**config.mk**
```make
export PLATFORM = sky130hd
export DESIGN_NAME = fetch_instr_buffer
export DESIGN_NICKNAME = d
export VERILOG_FILES = /design/src/rtl/fetch_instr_buffer.sv
export SDC_FILE = /design/constraint.sdc
export NUM_CORES = 1
export LEC_CHECK = 0
export CAP_MARGIN = 10
export CORE_UTILIZATION = 57
export CTS_CLUSTER_SIZE = 25
export DETAILED_ROUTE_END_ITERATION = 8
export HOLD_SLACK_MARGIN = 0.03
export PLACE_DENSITY_LB_ADDON = 0.08
export SETUP_SLACK_MARGIN = 0.4
export SLEW_MARGIN = 20
export SYNTH_ARGS = -nofsm -noshare
export SYNTH_HDL_FRONTEND = slang
export SYNTH_SLANG_ARGS = --single-unit
```
**constraint.sdc**
```tcl
create_clock -name clk -period 5.6 [get_ports clk]
set_input_delay 1.12 -clock clk [delete_from_list [all_inputs] [get_ports clk]]
set_output_delay 1.12 -clock clk [all_outputs]
set_load 0.005 [all_outputs]
```
**src/rtl/fetch_instr_buffer.sv**
```systemverilog
// rtl/fetch_instr_buffer.sv - in-order fetch tag queue between fetch control and instruction memory
module fetch_instr_buffer #(
    parameter int DEPTH = 4,
    parameter int PTR_W = 2
) (
    input  logic        clk,
    input  logic        rst,
    input  logic        fetch_valid,
    input  logic [5:0]  fetch_wfid,
    input  logic [31:0] fetch_pc,
    input  logic        fetch_first,
    output logic        fetch_ready,
    input  logic        squash_valid,
    input  logic [5:0]  squash_wfid,
    output logic        mem_rd_en,
    output logic [31:0] mem_addr,
    input  logic        mem_ack,
    input  logic [31:0] mem_rd_data,
    output logic [38:0] buff_tag,
    output logic [31:0] buff_instr,
    output logic        buff_ack,
    output logic        err_unexpected_ack
);

    localparam logic [PTR_W:0] FULL_COUNT = (PTR_W + 1)'(DEPTH);

    logic [DEPTH-1:0] q_valid;
    logic [DEPTH-1:0] q_alive;
    logic [DEPTH-1:0] q_first;
    logic [5:0]       q_wfid [DEPTH];
    logic [31:0]      q_pc   [DEPTH];

    logic [PTR_W-1:0] wr_ptr;
    logic [PTR_W-1:0] rd_ptr;
    logic [PTR_W:0]   count;

    logic accept;
    logic pop;
    logic pop_alive;

    // Gated by rst so the ready output reads 0 throughout reset.
    assign fetch_ready = rst && (count != FULL_COUNT);
    assign accept      = fetch_valid && fetch_ready;
    assign pop         = mem_ack && (count != '0);
    // A squash landing on the entry being popped wins over its stale alive bit.
    assign pop_alive   = q_alive[rd_ptr] &&
                         !(squash_valid && (q_wfid[rd_ptr] == squash_wfid));

    always_ff @(posedge clk) begin
        if (accept) begin
            q_first[wr_ptr] <= fetch_first;
            q_wfid[wr_ptr]  <= fetch_wfid;
            q_pc[wr_ptr]    <= fetch_pc;
        end
    end

    always_ff @(posedge clk or negedge rst) begin
        if (!rst) begin
            q_valid            <= '0;
            q_alive            <= '0;
            wr_ptr             <= '0;
            rd_ptr             <= '0;
            count              <= '0;
            mem_rd_en          <= 1'b0;
            mem_addr           <= '0;
            buff_tag           <= '0;
            buff_instr         <= '0;
            buff_ack           <= 1'b0;
            err_unexpected_ack <= 1'b0;
        end else begin
            for (int i = 0; i < DEPTH; i++) begin
                if (squash_valid && q_valid[i] && (q_wfid[i] == squash_wfid)) begin
                    q_alive[i] <= 1'b0;
                end
            end

            buff_ack <= 1'b0;
            if (pop) begin
                q_valid[rd_ptr] <= 1'b0;
                rd_ptr          <= rd_ptr + 1'b1;
                buff_tag        <= {q_first[rd_ptr], q_wfid[rd_ptr], q_pc[rd_ptr]};
                buff_instr      <= mem_rd_data;
                buff_ack        <= pop_alive;
            end

            // Written after the squash loop so a same-cycle accept stays alive.
            mem_rd_en <= accept;
            if (accept) begin
                q_valid[wr_ptr] <= 1'b1;
                q_alive[wr_ptr] <= 1'b1;
                wr_ptr          <= wr_ptr + 1'b1;
                mem_addr        <= fetch_pc;
            end

            case ({accept, pop})
                2'b10:   count <= count + 1'b1;
                2'b01:   count <= count - 1'b1;
                default: count <= count;
            endcase

            if (mem_ack && (count == '0)) begin
                err_unexpected_ack <= 1'b1;
            end
        end
    end

endmodule

```
# ---- Word-level counts from Yosys, hierarchy flattened
# Memory sizes are Yosys's and may differ from the RTL's. A register that Yosys moved wholly into a read port is not among the register bits.
# Index checks and enable logic that the tools add are counted.
dict set report word_totals {
  ff_bits 125
  mem_bits_rw 152
  in_bits 82
  output_inout_bits 107
  wordCells 75
  mem_count 2
}
dict set report op_classes {
  n_addsub 4
  magnitude_cmp 4
  n_eq_ne 8
  n_mux 20
  n_bitwise 4
  reduce_logical 21
}
# memory words width rd rd_ports_with_merged_regs wr line
set mem_list {}
lappend mem_list {q_pc 4 32 1 1 1 31} ;# logic [31:0] q_pc [DEPTH];
lappend mem_list {q_wfid 4 6 5 0 1 30} ;# logic [5:0] q_wfid [DEPTH];
# op n
set ops {}
lappend ops {{$eq A6 B6 Y1} 5}
lappend ops {{$logic_and A1 B1 Y1} 16}
lappend ops {{$mux W4} 3}
lappend ops {{$mux W1} 11}
lappend ops {{$or A4 B4 Y4} 2}
lappend ops {{$lt A2 B3 Y1 const B} 2}
lappend ops {{$pmux W3 S2} 1}
lappend ops {{$add A2 B1 Y2 const B} 2}
lappend ops {{$and A4 B4 Y4} 1}
lappend ops {{$bmux W1 S2} 2}
lappend ops {{$bwmux W4} 1}
lappend ops {{$demux W1 S2} 2}
lappend ops {{$ge A2 B1 Y1 const B} 2}
lappend ops {{$not A4 Y4} 1}
lappend ops {{$add A3 B1 Y3 const B} 1}
lappend ops {{$logic_not A3 Y1} 1}
lappend ops {{$ne A3 B3 Y1 const B} 1}
lappend ops {{$reduce_bool A3 Y1} 1}
lappend ops {{$sub A3 B1 Y3 const B} 1}
lappend ops {{$eq A2 B1 Y1 const B} 1}
lappend ops {{$eq A2 B2 Y1 const B} 1}
lappend ops {{$logic_not A1 Y1} 2}
lappend ops {{$reduce_bool A2 Y1} 1}

# ---- Logic depth before layout (Yosys ltp)
# Gate-level depths: netlist of run 1.
dict set report depth {
  word_depth 9
  depth_mapped 11
  depth_no_buf 9
}

# ---- Worst setup path before layout of run 1
# OpenSTA, ideal clock, no wires.
dict set report synth_path {
  kind {input to register}
  start {in rst}
  end {reg q_first[0], enable pin}
  setup_time_ns 0.402
  arrival_ns 2.453
  required_time_ns 5.198
  slack_ns 2.744
  cell_stages 3
  path_buffers 0
  cell_sequence {inv_1 -> a31oi_2 -> and3_1}
}
dict set report synth_via {
  elab_chain_cells 2
}
# item line
set synth_lines {}
lappend synth_lines {{start, declared} 7} ;# input logic rst,
lappend synth_lines {{$logic_and A1 B1 Y1} 42} ;# assign fetch_ready = rst && (count != FULL_COUNT);
lappend synth_lines {{net fetch_ready} 12} ;# output logic fetch_ready,
lappend synth_lines {{$logic_and A1 B1 Y1} 43} ;# assign accept = fetch_valid && fetch_ready;
lappend synth_lines {{end signal, assigned by index} 51} ;# q_first[wr_ptr] <= fetch_first;
lappend synth_lines {{end, declared} 29} ;# logic [DEPTH-1:0] q_first;
# The timed path passes the listed nets, and every way through them passes these cells.
# A chain may end at the register's enable or synchronous reset.

# ---- Worst setup path after layout of run 1
dict set report layout_path {
  start {in rst}
  end {out fetch_ready}
}
dict set report layout_via {
  elab_chain_cells 1
}
# item line
set layout_lines {}
lappend layout_lines {{$logic_and A1 B1 Y1} 42}
lappend layout_lines {{end, declared} 12}
# Every way passes these cells.

==> results of run 1 <==
-- cells in the mapped netlist, types with 4 or more instances --
library cell    n
nand2_1       307
buf_4           5
mux2i_1        10
and3_1          4
buf_2          15
a21o_1          9
clkbuf_1       15
mux4_2         34
nand3_1         5
inv_1           9
xnor2_1        23
xor2_1         14
o21ai_0         8
ha_1            9
nand4_1         4
nor3_1          6
edfxtp_1      156
dfrtp_1       121
nor2_1          4
-- sequential cells by signal (all words and copies together) (netlist names) --
signal              cells
err_unexpected_ack      1
buff_ack                1
q_valid                 4
mem_rd_en               1
rd_ptr                  2
mem_addr               32
wr_ptr                  2
buff_instr             32
q_pc                  128
buff_tag               39
q_wfid                 24
q_alive                 4
q_first                 4
count                   3
-- report_power, final --
group	switching, mW	internal, mW	leakage (nW)
Combinational	0.882	1.07	2.29
Clock	0.740	1.15	0.473
Sequential	0.294	2.64	2.88
Total	1.92	4.86	5.64
-- worst min path at each step --
stage	endpoint	slack (ns)
finish	err_unexpected_ack	0.47
global route	err_unexpected_ack	0.49
CTS	err_unexpected_ack	0.47
detailed placement	err_unexpected_ack	0.45
global placement	err_unexpected_ack	0.44
floorplan	q_alive[1]	0.44
-- kinds of logic after synthesis --
family                     count (synthesis)  share of synthesized area [%]
muxes                                     49                          8.593
AOI/OAI and AO/OA                         27                          1.760
buffers and inverters                     48                          2.084
xor gates and xnor gates                  37                          2.999
and+or+nand+nor                          333                          11.95
DFF                                      277                          71.38
adders and majority gates                 10                          1.228
-- worst max-delay path, delay by kind of cell --
kind | cells | cell delay (ns)
compound gates | 1 | 0.28
buf+inv | 3 | 1.07
-- cell type report --
cell class	instances	area, µm²	share of cell area (%)
Multi-Input combinational cell	456	2883	20.87
Tap cell	229	286.5	2.074
Inverter	10	37.54	0.2717
Clock buffer	35	768.2	5.561
Sequential cell	277	7715	55.84
Timing Repair Buffer	196	1943	14.06
Clock inverter	17	182.7	1.322
-- layer usage --
layer  up-vias  wire, µm  global-route usage, %  part of all wire [%]
met5         -         0                      0                     0
met4         0       380                  6.825                   1.6
met3        31      1316                  3.751                   5.7
met2       224     11540                  42.87                    50
met1      3201      9858                  32.48                    43
li1       3055         -                      -                     -
-- stage by stage --
| stage | hold WS, ns | instances |
|---|---|---|
| floorplan | 0.4443 | 781 |
| global placement | 0.4376 | 1168 |
| detailed placement | 0.4521 | 1168 |
| CTS | 0.4711 | 1220 |
| global route | 0.4925 | 1220 |
| finish | 0.4723 | 1220 |
==> results.sh, run 1 <==
export IMPL_status="finished clean"
export IMPL_antenna_found_initial=0
export IMPL_wire_per_inst_um=18.93
export IMPL_fill_cells=1111
export IMPL_fp_dieW_um=139.7
export IMPL_yosys_warnings=0
export IMPL_antenna_cells=0
export IMPL_whs_path_depth=1
export IMPL_grt_max_degree=77
export IMPL_rr_startpoint="rd_ptr[0]"
export IMPL_max_stage_delay_ns=0.56
export IMPL_preCtsSetupSlack_ns=1.913
export IMPL_mostFrequentLayoutCells="307 x nand2_1, 187 x clkdlybuf4s50_1, 156 x edfxtp_1"
export IMPL_finalPower_mw=6.780
export IMPL_syn_area_per_cell_um2=13.83
export IMPL_syn_area_um2=10800
export IMPL_drc=0
export IMPL_cts_buffer_depth=3
export IMPL_hold_start="err_unexpected_ack"
export IMPL_ctsResizeCount=0
export IMPL_synth_distinct_cells=35
export IMPL_crit_fanout=59
export IMPL_cts_sinks=277
export IMPL_postCtsSetupBuffers=0
export IMPL_rsz0062_at_grt="no"
export IMPL_syn_nets=873
export IMPL_port_buffers=188
export IMPL_vias=6511
export IMPL_fin_util_pct=75.62
export IMPL_postRouteAntennaNets=0
export IMPL_grt_pass1_wl_um=36890
export IMPL_synth_top_flop_cell="edfxtp_1"
export IMPL_drt_iter0_drc=285
export IMPL_cp_slowest_cell="clkdlybuf4s50_1"
export IMPL_startpoint="rst"
export IMPL_dpl_hpwl_um=14220
export IMPL_gr_usage_all_layers_pct=24.60
export IMPL_critPathKind="in -> out"
export IMPL_leakage_nw=5.642
export IMPL_synth_area_leaders="edfxtp_1 43%, dfrtp_1 28%, nand2_1 11%, mux4_2 7.1%, xnor2_1 1.9%"
export IMPL_tightest_slew_ns=1.111
export IMPL_worstPathArrival_ns=2.54
export IMPL_ys_seq_elements=277
export IMPL_nets=1061
export IMPL_ctsHoldBuffers=0
export IMPL_synth_largest_area_cell="edfxtp_1"
export IMPL_finalWirelength_um=23090
export IMPL_maxCapViolations=0
export IMPL_synth_edf_count=156
export IMPL_fin_crit_sh_pct=65.45
export IMPL_r2r_cells=6
export IMPL_synthCells=781
export IMPL_peakVddDrop_v=0.0003272
export IMPL_crit_path_cell_trace="buf_6 -> inv_1 -> a31oi_2 -> clkdlybuf4s50_1"
export IMPL_crit_required_ns=4.48
export IMPL_area_growth_pct=27.88
export IMPL_stdcell_area_um2=13820
export IMPL_root_buffer="clkbuf_16"
export IMPL_row_count=49
export IMPL_grt_pass1_vias=6940
export IMPL_ctsHtreeMaxLevel=1
export IMPL_cp_start_kind="input pin"
export IMPL_cts_buffers=28
export IMPL_die_area_um2=19510
export IMPL_p_per_area_nw_per_um2=490.8
export IMPL_relSlewSlack_pct=25.93
export IMPL_routabilityCongestion=0.8850
export IMPL_clk_latency_ns=0.53
export IMPL_setup_viol=0
export IMPL_critPathCapture="fetch_ready"
export IMPL_max_freq_mhz=272.9
export IMPL_avgViaCountPerCell=5.337
export IMPL_dr_pass1_iters=4
export IMPL_layout_drive_gt1_share_pct=10.49
export IMPL_finalMaxSlewViolations=0
export IMPL_clk_pin_slew_ns=0.06
export IMPL_r2r_slack_ns=2.99
export IMPL_layout_setup_ws_ns=1.935
export IMPL_fin_skew_ns=0.009537
export IMPL_final_common_cell="nand2_1"
export IMPL_r2r_end="buff_ack"
export IMPL_initial_utilization_pct=59.14
export IMPL_min_path_type="reg -> reg"
export IMPL_hold_violations=0
export IMPL_coreArea_um2=18270
export IMPL_pin_count=189
export IMPL_place_area_um2=12860
export IMPL_fin_tns_setup_ns=0
export IMPL_die_height_um=139.7
export IMPL_synth_top_area_share_pct=43.36
export IMPL_period_needed_ns=3.665
export IMPL_ys_seq_area_share_pct=71.38
export IMPL_synthArstFlopShare_pct=43.68
export IMPL_globalRouteOverflowTotal=0
export IMPL_cts_tree="built"
export IMPL_end_kind="primary output"
Power figures use the tool's default switching activity.
==> run 2, diff against run 1 <==
--- a/config.mk
+++ b/config.mk
@@ -6,7 +6,7 @@
 export NUM_CORES = 1
 export LEC_CHECK = 0
 export CAP_MARGIN = 10
-export CORE_UTILIZATION = 57
+export CORE_UTILIZATION = 48
 export CTS_CLUSTER_SIZE = 25
 export DETAILED_ROUTE_END_ITERATION = 8
 export HOLD_SLACK_MARGIN = 0.03
==> constraint.sdc (replaced) <==
create_clock -name clk -period 3 [get_ports clk]
set_input_delay 0.6 -clock clk [delete_from_list [all_inputs] [get_ports clk]]
set_output_delay 0.6 -clock clk [all_outputs]
set_load 0.005 [all_outputs]
==> run 2 against run 1 <==
The run now ends with DRC left. Clock power is 87% higher. Sequential share of layout area is 0.64 points lower. Critical path depth is 1 lower. Sequential cell count stayed put.
==> results.sh, run 2 (synthesis gave the netlist of run 1 again) <==
export IMPL_fin_skew_ns=0.009222
export IMPL_stdcell_area_um2=13980
export IMPL_wire_per_inst_um=18.15
export IMPL_avgViaCountPerCell=5.033
export IMPL_row_count=54
export IMPL_drt_iter0_drc=341
export IMPL_layout_cells_non_filler=1282
export IMPL_vias=6452
export IMPL_p_per_area_nw_per_um2=904.7
export IMPL_postCtsSetupBuffers=0
export IMPL_clk_latency_ns=0.54
export IMPL_initial_utilization_pct=49.20
export IMPL_r2r_end="rd_ptr[1]"
export IMPL_max_freq_mhz=408.5
export IMPL_drc=40
export IMPL_startpoint="count[0]"
export IMPL_hold_violations=0
export IMPL_globalRouteOverflowTotal=0
export IMPL_ctsHtreeMaxLevel=1
export IMPL_area_growth_pct=29.37
export IMPL_fill_cells=1671
export IMPL_finalWirelength_um=23260
export IMPL_mostFrequentLayoutCells="307 x nand2_1, 187 x clkdlybuf4s50_1, 156 x edfxtp_1"
export IMPL_leakage_nw=5.681
export IMPL_ctsResizeCount=0
export IMPL_root_buffer="clkbuf_16"
export IMPL_die_height_um=152.0
export IMPL_regArea_um2=7715
export IMPL_fp_dieW_um=152.0
export IMPL_end_kind="primary output"
export IMPL_cts_buffers=29
export IMPL_die_area_um2=23110
export IMPL_grt_pass1_wl_um=37700
export IMPL_setup_viol=0
export IMPL_tightest_slew_ns=0.9101
export IMPL_rr_startpoint="rd_ptr[1]"
export IMPL_crit_fanout=6
export IMPL_cts_buffer_depth=3
export IMPL_final_common_cell="nand2_1"
export IMPL_ctsHoldBuffers=1
export IMPL_dpl_hpwl_um=14280
export IMPL_place_area_um2=13020
export IMPL_layout_drive_gt1_share_pct=11.48
export IMPL_nets=1072
export IMPL_coreArea_um2=21960
export IMPL_port_buffers=188
export IMPL_cts_sinks=277
export IMPL_postRouteAntennaNets=0
export IMPL_rsz0062_at_grt="no"
export IMPL_maxCapViolations=0
export IMPL_grt_max_degree=76
export IMPL_status="finished with violations"
export IMPL_crit_required_ns=2.40
export IMPL_dpl_cell_count=1228
export IMPL_violations="DRC"
export IMPL_top_register="q_pc"
export IMPL_reg_largest_list="q_pc x128, buff_tag x39"
export IMPL_grt_pass1_vias=6758
export IMPL_cts_tree="built"
export IMPL_worstPathArrival_ns=1.85
export IMPL_critPathKind="reg -> out"
export IMPL_gr_usage_all_layers_pct=20.90
export IMPL_antenna_cells=0
export IMPL_fin_tns_setup_ns=0
export IMPL_clk_pin_slew_ns=0.07
export IMPL_antenna_found_initial=0
export IMPL_peakVddDrop_v=0.0005390
export IMPL_min_path_type="in -> async"
export IMPL_largest_reg_flops=128
export IMPL_pin_count=189
export IMPL_r2r_cells=6
export IMPL_period_needed_ns=2.448
export IMPL_cp_start_kind="flop"
export IMPL_finalMaxSlewViolations=0
export IMPL_multi_input_area_um2=2879
export IMPL_routabilityCongestion=0.8200
export IMPL_dr_pass1_iters=9
export IMPL_fin_crit_sh_pct=81.60
export IMPL_relSlewSlack_pct=39.33
export IMPL_r2r_slack_ns=0.91
==> run 2: critical path, cell delays in order (launching register included) <==
cell and delay [ns]:
dfrtp_1 0.38, inv_1 0.09, a31oi_2 0.27, clkdlybuf4s50_1 0.57
==> run 2: layout make-up <==
class | count | area share [%]
Clock buffer | 36 | 5.523
Sequential cell | 277 | 55.20
Tap cell | 280 | 2.506
Timing Repair Buffer | 206 | 14.64
Multi-Input combinational cell | 456 | 20.60
Inverter | 10 | 0.2686
Clock inverter | 17 | 1.271
==> run 2: where the power goes <==
| part | total (mW) | switching [mW] | internal (mW) |
|---|---|---|---|
| Sequential | 5.38 | 0.450 | 4.93 |
| Combinational | 3.73 | 1.70 | 2.03 |
| Clock | 3.54 | 1.45 | 2.09 |
| Total | 12.6 | 3.60 | 9.05 |
==> run 2: how the worst max path moves through the flow <==
stage / end / cells past startpoint
after global placement: q_valid[3] / 6
final: fetch_ready / 3
after detailed placement: count[2] / 8
after floorplan: q_first[0] / 3
after global routing: fetch_ready / 3
after CTS: fetch_ready / 3
==> run 2: layer usage <==
layer / GRT usage [%] / routed length [µm]
met5: 0 / 0
met1: 27.84 / 10130
met4: 5.053 / 396
met3: 3.679 / 1305
met2: 35.91 / 11440
==> run 2: stage by stage <==
| stage | utilization (%) | worst slack [ns] | hold slack, ns | power [mW] |
|---|---|---|---|---|
| floorplan | - | 0.6645 | 0.3044 | 7.356 |
| global placement | 59.28 | 0.5992 | 0.4233 | 9.189 |
| detailed placement | 59.28 | 0.5118 | 0.4307 | 9.239 |
| CTS | 63.65 | 0.5210 | 0.1961 | 12.82 |
| global route | 63.65 | 0.4775 | 0.2239 | 13.36 |
| finish | 63.65 | 0.5519 | 0.1871 | 12.64 |
